File: src/rtl/ls_queue_pkg.sv
// Shared types and constants for the load/store queue: data/address types,
// access direction codes, FSM state encoding and the packed queue entry.
package ls_queue_pkg;

   typedef logic [31:0] word_t;
   typedef logic [31:0] addr_t;
   typedef logic [7:0]  byte_t;

   localparam logic READ_SIGNAL  = 1'b0;
   localparam logic WRITE_SIGNAL = 1'b1;
   localparam int   NULL_PTR     = 0;

   typedef enum logic [1:0] {
      ST_IDLE  = 2'd0,
      ST_READ  = 2'd1,
      ST_WRITE = 2'd2
   } state_t;

   typedef struct packed {
      logic  oper;
      addr_t addr;
      byte_t size;
      word_t data;
   } entry_t;

   localparam int ENTRY_W = $bits(entry_t);

   // Byte count actually performed; anything other than 2 or 4 is one byte.
   function automatic logic [2:0] eff_size(input byte_t sz);
      logic [2:0] n;
      case (sz)
         8'd2:    n = 3'd2;
         8'd4:    n = 3'd4;
         default: n = 3'd1;
      endcase
      return n;
   endfunction

endpackage

File: src/rtl/ls_fifo.sv
// Circular entry store for the load/store queue. Pushes while full are
// dropped; pointers wrap naturally because DEPTH is a power of two.
module ls_fifo
   import ls_queue_pkg::*;
#(
   parameter int DEPTH = 16
) (
   input  logic                     clk,
   input  logic                     rst,
   input  logic                     rdy,
   input  logic                     push,
   input  logic                     pop,
   input  logic [ENTRY_W-1:0]       din,
   output logic [ENTRY_W-1:0]       head,
   output logic [$clog2(DEPTH):0]   count
);

   localparam int PTR_W = $clog2(DEPTH);
   localparam logic [PTR_W:0] FULL = (PTR_W + 1)'(DEPTH);

   logic [ENTRY_W-1:0] mem_q [DEPTH];
   logic [PTR_W-1:0]   wr_ptr_q, wr_ptr_d;
   logic [PTR_W-1:0]   rd_ptr_q, rd_ptr_d;
   logic [PTR_W:0]     count_q, count_d;
   logic               do_push, do_pop;

   // Accept/retire decisions and next pointer/count values.
   always_comb begin
      do_push  = push && (count_q < FULL);
      do_pop   = pop && (count_q != '0);
      wr_ptr_d = wr_ptr_q + PTR_W'(do_push);
      rd_ptr_d = rd_ptr_q + PTR_W'(do_pop);
      count_d  = count_q + (PTR_W + 1)'(do_push) - (PTR_W + 1)'(do_pop);
   end

   // Pointer and occupancy registers; frozen while rdy is low.
   always_ff @(posedge clk or negedge rst) begin
      if (!rst) begin
         wr_ptr_q <= PTR_W'(NULL_PTR);
         rd_ptr_q <= PTR_W'(NULL_PTR);
         count_q  <= '0;
      end else if (rdy) begin
         wr_ptr_q <= wr_ptr_d;
         rd_ptr_q <= rd_ptr_d;
         count_q  <= count_d;
      end
   end

   // Entry storage carries no reset; only pointers decide what is valid.
   always_ff @(posedge clk) begin
      if (rdy && do_push) begin
         mem_q[wr_ptr_q] <= din;
      end
   end

   assign head  = mem_q[rd_ptr_q];
   assign count = count_q;

endmodule

File: src/rtl/ls_queue.sv
// In-order load/store queue: buffers requests in ls_fifo and sequences them
// byte by byte onto a synchronous single-port byte RAM.
module ls_queue
   import ls_queue_pkg::*;
#(
   parameter int QUEUE_SIZE = 16
) (
   input  logic       clk,
   input  logic       rst,
   input  logic       rdy,
   input  logic       en_ls,
   input  logic       ls_oper,
   input  addr_t      ls_addr,
   input  byte_t      ls_size,
   input  word_t      ls_data,
   output word_t      qsize,
   output logic       finish,
   output word_t      ls_data_out,
   input  logic [7:0] mem_din,
   output logic [7:0] mem_dout,
   output addr_t      mem_a,
   output logic       mem_wr
);

   localparam int CNT_W = $clog2(QUEUE_SIZE) + 1;

   logic [CNT_W-1:0]   count;
   logic [ENTRY_W-1:0] push_bits, head_bits;
   entry_t             head;
   logic               pop;
   logic [2:0]         hsize;
   logic [2:0]         rd_idx;

   state_t state_q, state_d;
   logic [2:0] idx_q, idx_d;
   word_t      acc_q, acc_d;
   word_t      data_out_q, data_out_d;
   logic       finish_q, finish_d;

   assign push_bits = {ls_oper, ls_addr, ls_size, ls_data};
   assign head      = entry_t'(head_bits);
   assign hsize     = eff_size(head.size);
   assign qsize     = {{(32 - CNT_W){1'b0}}, count};

   ls_fifo #(.DEPTH(QUEUE_SIZE)) u_fifo (
      .clk   (clk),
      .rst   (rst),
      .rdy   (rdy),
      .push  (en_ls),
      .pop   (pop),
      .din   (push_bits),
      .head  (head_bits),
      .count (count)
   );

   // FSM state, byte index, load accumulator and registered load result.
   always_ff @(posedge clk or negedge rst) begin
      if (!rst) begin
         state_q    <= ST_IDLE;
         idx_q      <= '0;
         acc_q      <= '0;
         data_out_q <= '0;
         finish_q   <= 1'b0;
      end else if (rdy) begin
         state_q    <= state_d;
         idx_q      <= idx_d;
         acc_q      <= acc_d;
         data_out_q <= data_out_d;
         finish_q   <= finish_d;
      end
   end

   // Next state: READ runs size+1 cycles because the RAM answers one cycle
   // after each address, so idx doubles as "bytes sampled so far + 1".
   always_comb begin
      state_d    = state_q;
      idx_d      = idx_q;
      acc_d      = acc_q;
      data_out_d = data_out_q;
      finish_d   = 1'b0;
      pop        = 1'b0;
      case (state_q)
         ST_IDLE: begin
            if (count != '0) begin
               state_d = (head.oper == WRITE_SIGNAL) ? ST_WRITE : ST_READ;
               idx_d   = 3'd0;
               acc_d   = '0;
            end
         end
         ST_WRITE: begin
            if (idx_q == hsize - 3'd1) begin
               pop     = 1'b1;
               state_d = ST_IDLE;
               idx_d   = 3'd0;
            end else begin
               idx_d = idx_q + 3'd1;
            end
         end
         ST_READ: begin
            if (idx_q != 3'd0) begin
               acc_d = {acc_q[23:0], mem_din};
            end
            if (idx_q == hsize) begin
               pop        = 1'b1;
               finish_d   = 1'b1;
               data_out_d = {acc_q[23:0], mem_din};
               state_d    = ST_IDLE;
               idx_d      = 3'd0;
            end else begin
               idx_d = idx_q + 3'd1;
            end
         end
         default: state_d = ST_IDLE;
      endcase
   end

   // RAM-side outputs decoded from state; the final read cycle only samples,
   // so the address stays on the last byte rather than running past it.
   always_comb begin
      mem_wr   = 1'b0;
      mem_a    = '0;
      mem_dout = '0;
      rd_idx   = (idx_q == hsize) ? idx_q - 3'd1 : idx_q;
      case (state_q)
         ST_WRITE: begin
            mem_wr   = 1'b1;
            mem_a    = head.addr + {29'd0, idx_q};
            mem_dout = head.data[{idx_q[1:0], 3'b000} +: 8];
         end
         ST_READ: begin
            mem_a = head.addr + {29'd0, rd_idx};
         end
         default: ;
      endcase
   end

   assign finish      = finish_q;
   assign ls_data_out = data_out_q;

endmodule

File: config.mk
export PLATFORM = sky130hd
export DESIGN_NAME = ls_queue
export DESIGN_NICKNAME = d
export VERILOG_FILES = /design/src/rtl/ls_queue_pkg.sv /design/src/rtl/ls_fifo.sv /design/src/rtl/ls_queue.sv
export SDC_FILE = /design/constraint.sdc
export NUM_CORES = 1
export LEC_CHECK = 0
export CAP_MARGIN = 0
export CORE_MARGIN = 1
export CORE_UTILIZATION = 65
export DETAILED_ROUTE_END_ITERATION = 8
export GPL_ROUTABILITY_DRIVEN = 0
export PLACE_DENSITY_LB_ADDON = 0.15
export SETUP_SLACK_MARGIN = 0.3
export SLEW_MARGIN = 20
export SYNTH_ARGS = -nofsm -noshare
export SYNTH_HDL_FRONTEND = slang
export SYNTH_SLANG_ARGS = --single-unit
File: constraint.sdc
create_clock -name clk -period 20.8 [get_ports clk]
set_input_delay 2.08 -clock clk [delete_from_list [all_inputs] [get_ports clk]]
set_output_delay 2.08 -clock clk [all_outputs]
set_load 0.05 [all_outputs]
==> impl_metrics.env <==
export IMPL_outcome="complete, no violations"
export IMPL_grt_pass1_vias=25760
export IMPL_p_leak_nw=18.19
export IMPL_yosysSeqAreaShare_pct=75.05
export IMPL_ys_seq_elements=1243
export IMPL_num_rows=100
export IMPL_core_sq_um=74700
export IMPL_clockRootBuffer="clkbuf_16"
export IMPL_cp_start_kind="flip-flop"
export IMPL_dieArea_sq_um=76850
export IMPL_drtIter0Drc=2712
export IMPL_synthTopCellsByCount="1168 x edfxtp_1, 188 x mux2i_1, 170 x mux4_2, 124 x nand2_1, 75 x dfrtp_1"
export IMPL_synth_distinct_cells=75
export IMPL_yosysTopAreaCellShare_pct=71.24
export IMPL_synth_mux_area_share_pct=13.94
export IMPL_critPathArrivalTime_ps=8250
export IMPL_drc_errors=0
export IMPL_hold_path_class="reg -> reg"
export IMPL_finalSetupViolCount=0
export IMPL_dpl_instance_area_sq_um=51600
export IMPL_ctsHtreeMaxLevel=3
export IMPL_cts_setup_buffers=0
export IMPL_slew_headroom_pct=23.35
export IMPL_overflow=0
export IMPL_yosys_area_share_adder_pct=0.6150
export IMPL_die_y_microns=277.2
export IMPL_yosys_area_top_type="edfxtp_1"
export IMPL_ctsHoldBuffers=0
export IMPL_fin_area_sq_um=55350
export IMPL_avgRoutedWirePerCell_microns=29.43
export IMPL_reg2reg_slack_ps=14500
export IMPL_drive_above_1_share_pct=16.31
export IMPL_finalHoldViolations=0
export IMPL_synth_main_ff_cell="edfxtp_1"
export IMPL_min_period_over_period_pct=49.68
export IMPL_antenna_found_initial=10
export IMPL_min_period_ps=10330
export IMPL_fp_dieW_microns=277.2
export IMPL_synth_xor_area_share_pct=0.4803
export IMPL_area_delta_synth_final_pct=12.43
export IMPL_tns_ps=0
export IMPL_pwr_density_cell_nw_per_um2=129.8
export IMPL_cap_violations=0
export IMPL_io_buffers=163
export IMPL_clock_latency_ps=670
export IMPL_cts_buffers=118
export IMPL_syn_area_sq_um=49230
export IMPL_path_max_fanout=70
export IMPL_initial_core_util_pct=65.91
export IMPL_synth_cells=2525
export IMPL_synth_compound_area_share_pct=4.511
export IMPL_synth_edff_count=1168
export IMPL_nets=2829
export IMPL_cts_max_path_buffers=3
export IMPL_drv_slew=0
export IMPL_synthArstFlopShare_pct=6.034
export IMPL_fin_skew_ps=27.08
export IMPL_cts_tree="yes"
export IMPL_crit_required_ps=18720
export IMPL_viasPerCell=6.709
export IMPL_grt_usage_pct=29.33
export IMPL_clk_pin_slew_worst_paths_ps=60
export IMPL_worst_pin_slew_ps=1150
export IMPL_wirelength_mm=111.5
export IMPL_slowest_stage="buf_4"
export IMPL_synth_area_top_cells="edfxtp_1 71%, mux4_2 7.8%, mux2i_1 3.8%"
export IMPL_yosys_area_share_simple_pct=3.032
export IMPL_rsz0062_at_grt="false"
export IMPL_num_vias=25420
export IMPL_path_class="reg -> out"
export IMPL_max_freq_mhz=96.77
export IMPL_synth_top_family_by_area="multiplexers"
export IMPL_ant_nets=0
export IMPL_grt_pass1_wl_mm=164.1
export IMPL_critPathCaptureType="primary output"
export IMPL_irDropWorstVdd_uv=109.1
export IMPL_yosysMostFrequentCell="edfxtp_1"
export IMPL_dr_pass1_iters=6
export IMPL_yosys_warnings=0
export IMPL_cts_sinks=1243
export IMPL_cpPeakStageDelay_ps=880
export IMPL_dpl_hpwl_mm=58.13
export IMPL_cts_resized=0
export IMPL_grt_max_degree=76
export IMPL_cp_cell_sequence="buf_4 -> mux4_2 -> and2b_2 -> a21oi_1 -> nor3_1 -> o211a_1 -> o21a_1 -> mux2i_1 -> nand2b_1 -> mux2i_1 -> ha_1 -> a21o_1 -> a21oi_1 -> nand2b_1 -> or2_2 -> nor4_1 -> nand3b_1 -> xnor2_1 -> and2_1 -> clkdlybuf4s50_1"
export IMPL_io_pins=191
export IMPL_postSynthAreaPerCell_sq_um=19.50
-- worst max-delay path, delay by kind of cell, from the launching register on --
family	cells	cell delay, ps
compound gates	5	980
buf+inv	2	1720
flops	1	760
mux	3	1350
simple gates	8	2320
xor+xnor	1	210
fa+ha+maj	1	210
-- per-stage QoR --
stage / cells / hold slack (ps) / setup WS, ps / util [%] / total power, mW
3_5_place_dp: 3569 / 467.0 / 11150 / 69.07 / 5.155
2_1_floorplan: 2551 / 446.0 / 12450 / - / 4.573
3_3_place_gp: 3568 / 465.3 / 11280 / 69.05 / 5.099
5_1_grt: 3789 / 514.2 / 9947 / 74.10 / 7.440
6_report: 3789 / 484.9 / 10470 / 74.10 / 7.183
4_1_cts: 3783 / 488.5 / 10420 / 74.04 / 7.196
-- cells in the final DEF, fill, tap and decap left out, types with 7 or more instances in the layout --
cell             instances
mux2_2                  44
mux4_2                 170
xnor2_1                 20
bufinv_16                9
nand2_1                123
a22oi_1                 10
edfxtp_1              1168
a21oi_1                 47
mux2i_1                188
inv_1                   18
o21ai_0                 59
clkdlybuf4s50_1        162
o22ai_1                 39
clkbuf_16              121
nor2_1                  36
nand4_1                  9
and2_1                  23
buf_4                   49
clkinv_1                32
clkbuf_1                26
nor2_4                  12
nand2b_1                10
dfrtp_1                 71
a211oi_1                26
o221ai_1                70
a221oi_1                18
ha_1                    20
xor2_1                   7
nand3_1                 11
conb_1                  27
nor4_1                  16
nor3_1                  12
mux4_1                  25
a21boi_0                 8
or3_1                   15
clkinv_2                17
-- flip-flops by register name (all words and copies together), names as in the netlist --
register and count:
acc_q 24, finish 1, idx_q 3, ls_data_out 32
state_q 2, u_fifo.count 5, u_fifo.mem_q 1168, u_fifo.rd_ptr_q 4
u_fifo.wr_ptr_q 4
-- report_power, final --
group | leakage (nW) | internal [mW] | switching (mW)
Combinational | 4.87 | 0.862 | 1.31
Sequential | 11.5 | 2.84 | 0.108
Clock | 1.80 | 1.18 | 0.880
Total | 18.2 | 4.88 | 2.30
-- cell families (layout without fill, tap and decap cells) --
group / count (synthesis) / in the layout
muxes: 427 / 427
adders and majority gates: 23 / 23
other: 1 / 32
buffers and inverters: 183 / 447
DFF: 1243 / 1243
xor gates and xnor gates: 27 / 27
and+or+nand+nor: 305 / 305
AOI/OAI and AO/OA: 316 / 316
-- final cells by class --
class / instances / area (sq um)
Antenna cell: 5 / 12.51
Clock buffer: 150 / 3167
Clock inverter: 64 / 545.5
Fill cell: 4151 / 19350
Inverter: 20 / 76.32
Multi-Input combinational cell: 1125 / 11330
Sequential cell: 1243 / 36970
Tap cell: 969 / 1212
Timing Repair Buffer: 213 / 2037
-- routing by layer --
metal  routed length (microns)  share of wire (%)  up-vias  track usage [%]
li1                          -                  -    10710                -
met1                     44100                 40    13210            40.95
met2                     54620                 49     1282            47.37
met3                     10000                9.0      201            5.965
met4                      2724                2.4       10            9.174
met5                        70              0.063        -                0
-- final timing paths --
path,startpoint,endpoint,cells past startpoint
worst max register to register,u_fifo.rd_ptr_q[1],u_fifo.count[4],22
worst min register to register,acc_q[19],acc_q[19],2
min in group asynchronous,rst,ls_data_out[1],1
worst min-delay path,acc_q[19],acc_q[19],2
max in group asynchronous,rst,u_fifo.rd_ptr_q[2],1
worst max-delay path,u_fifo.rd_ptr_q[1],mem_a[31],20
Note: power is estimated with default switching activity, not from simulation.
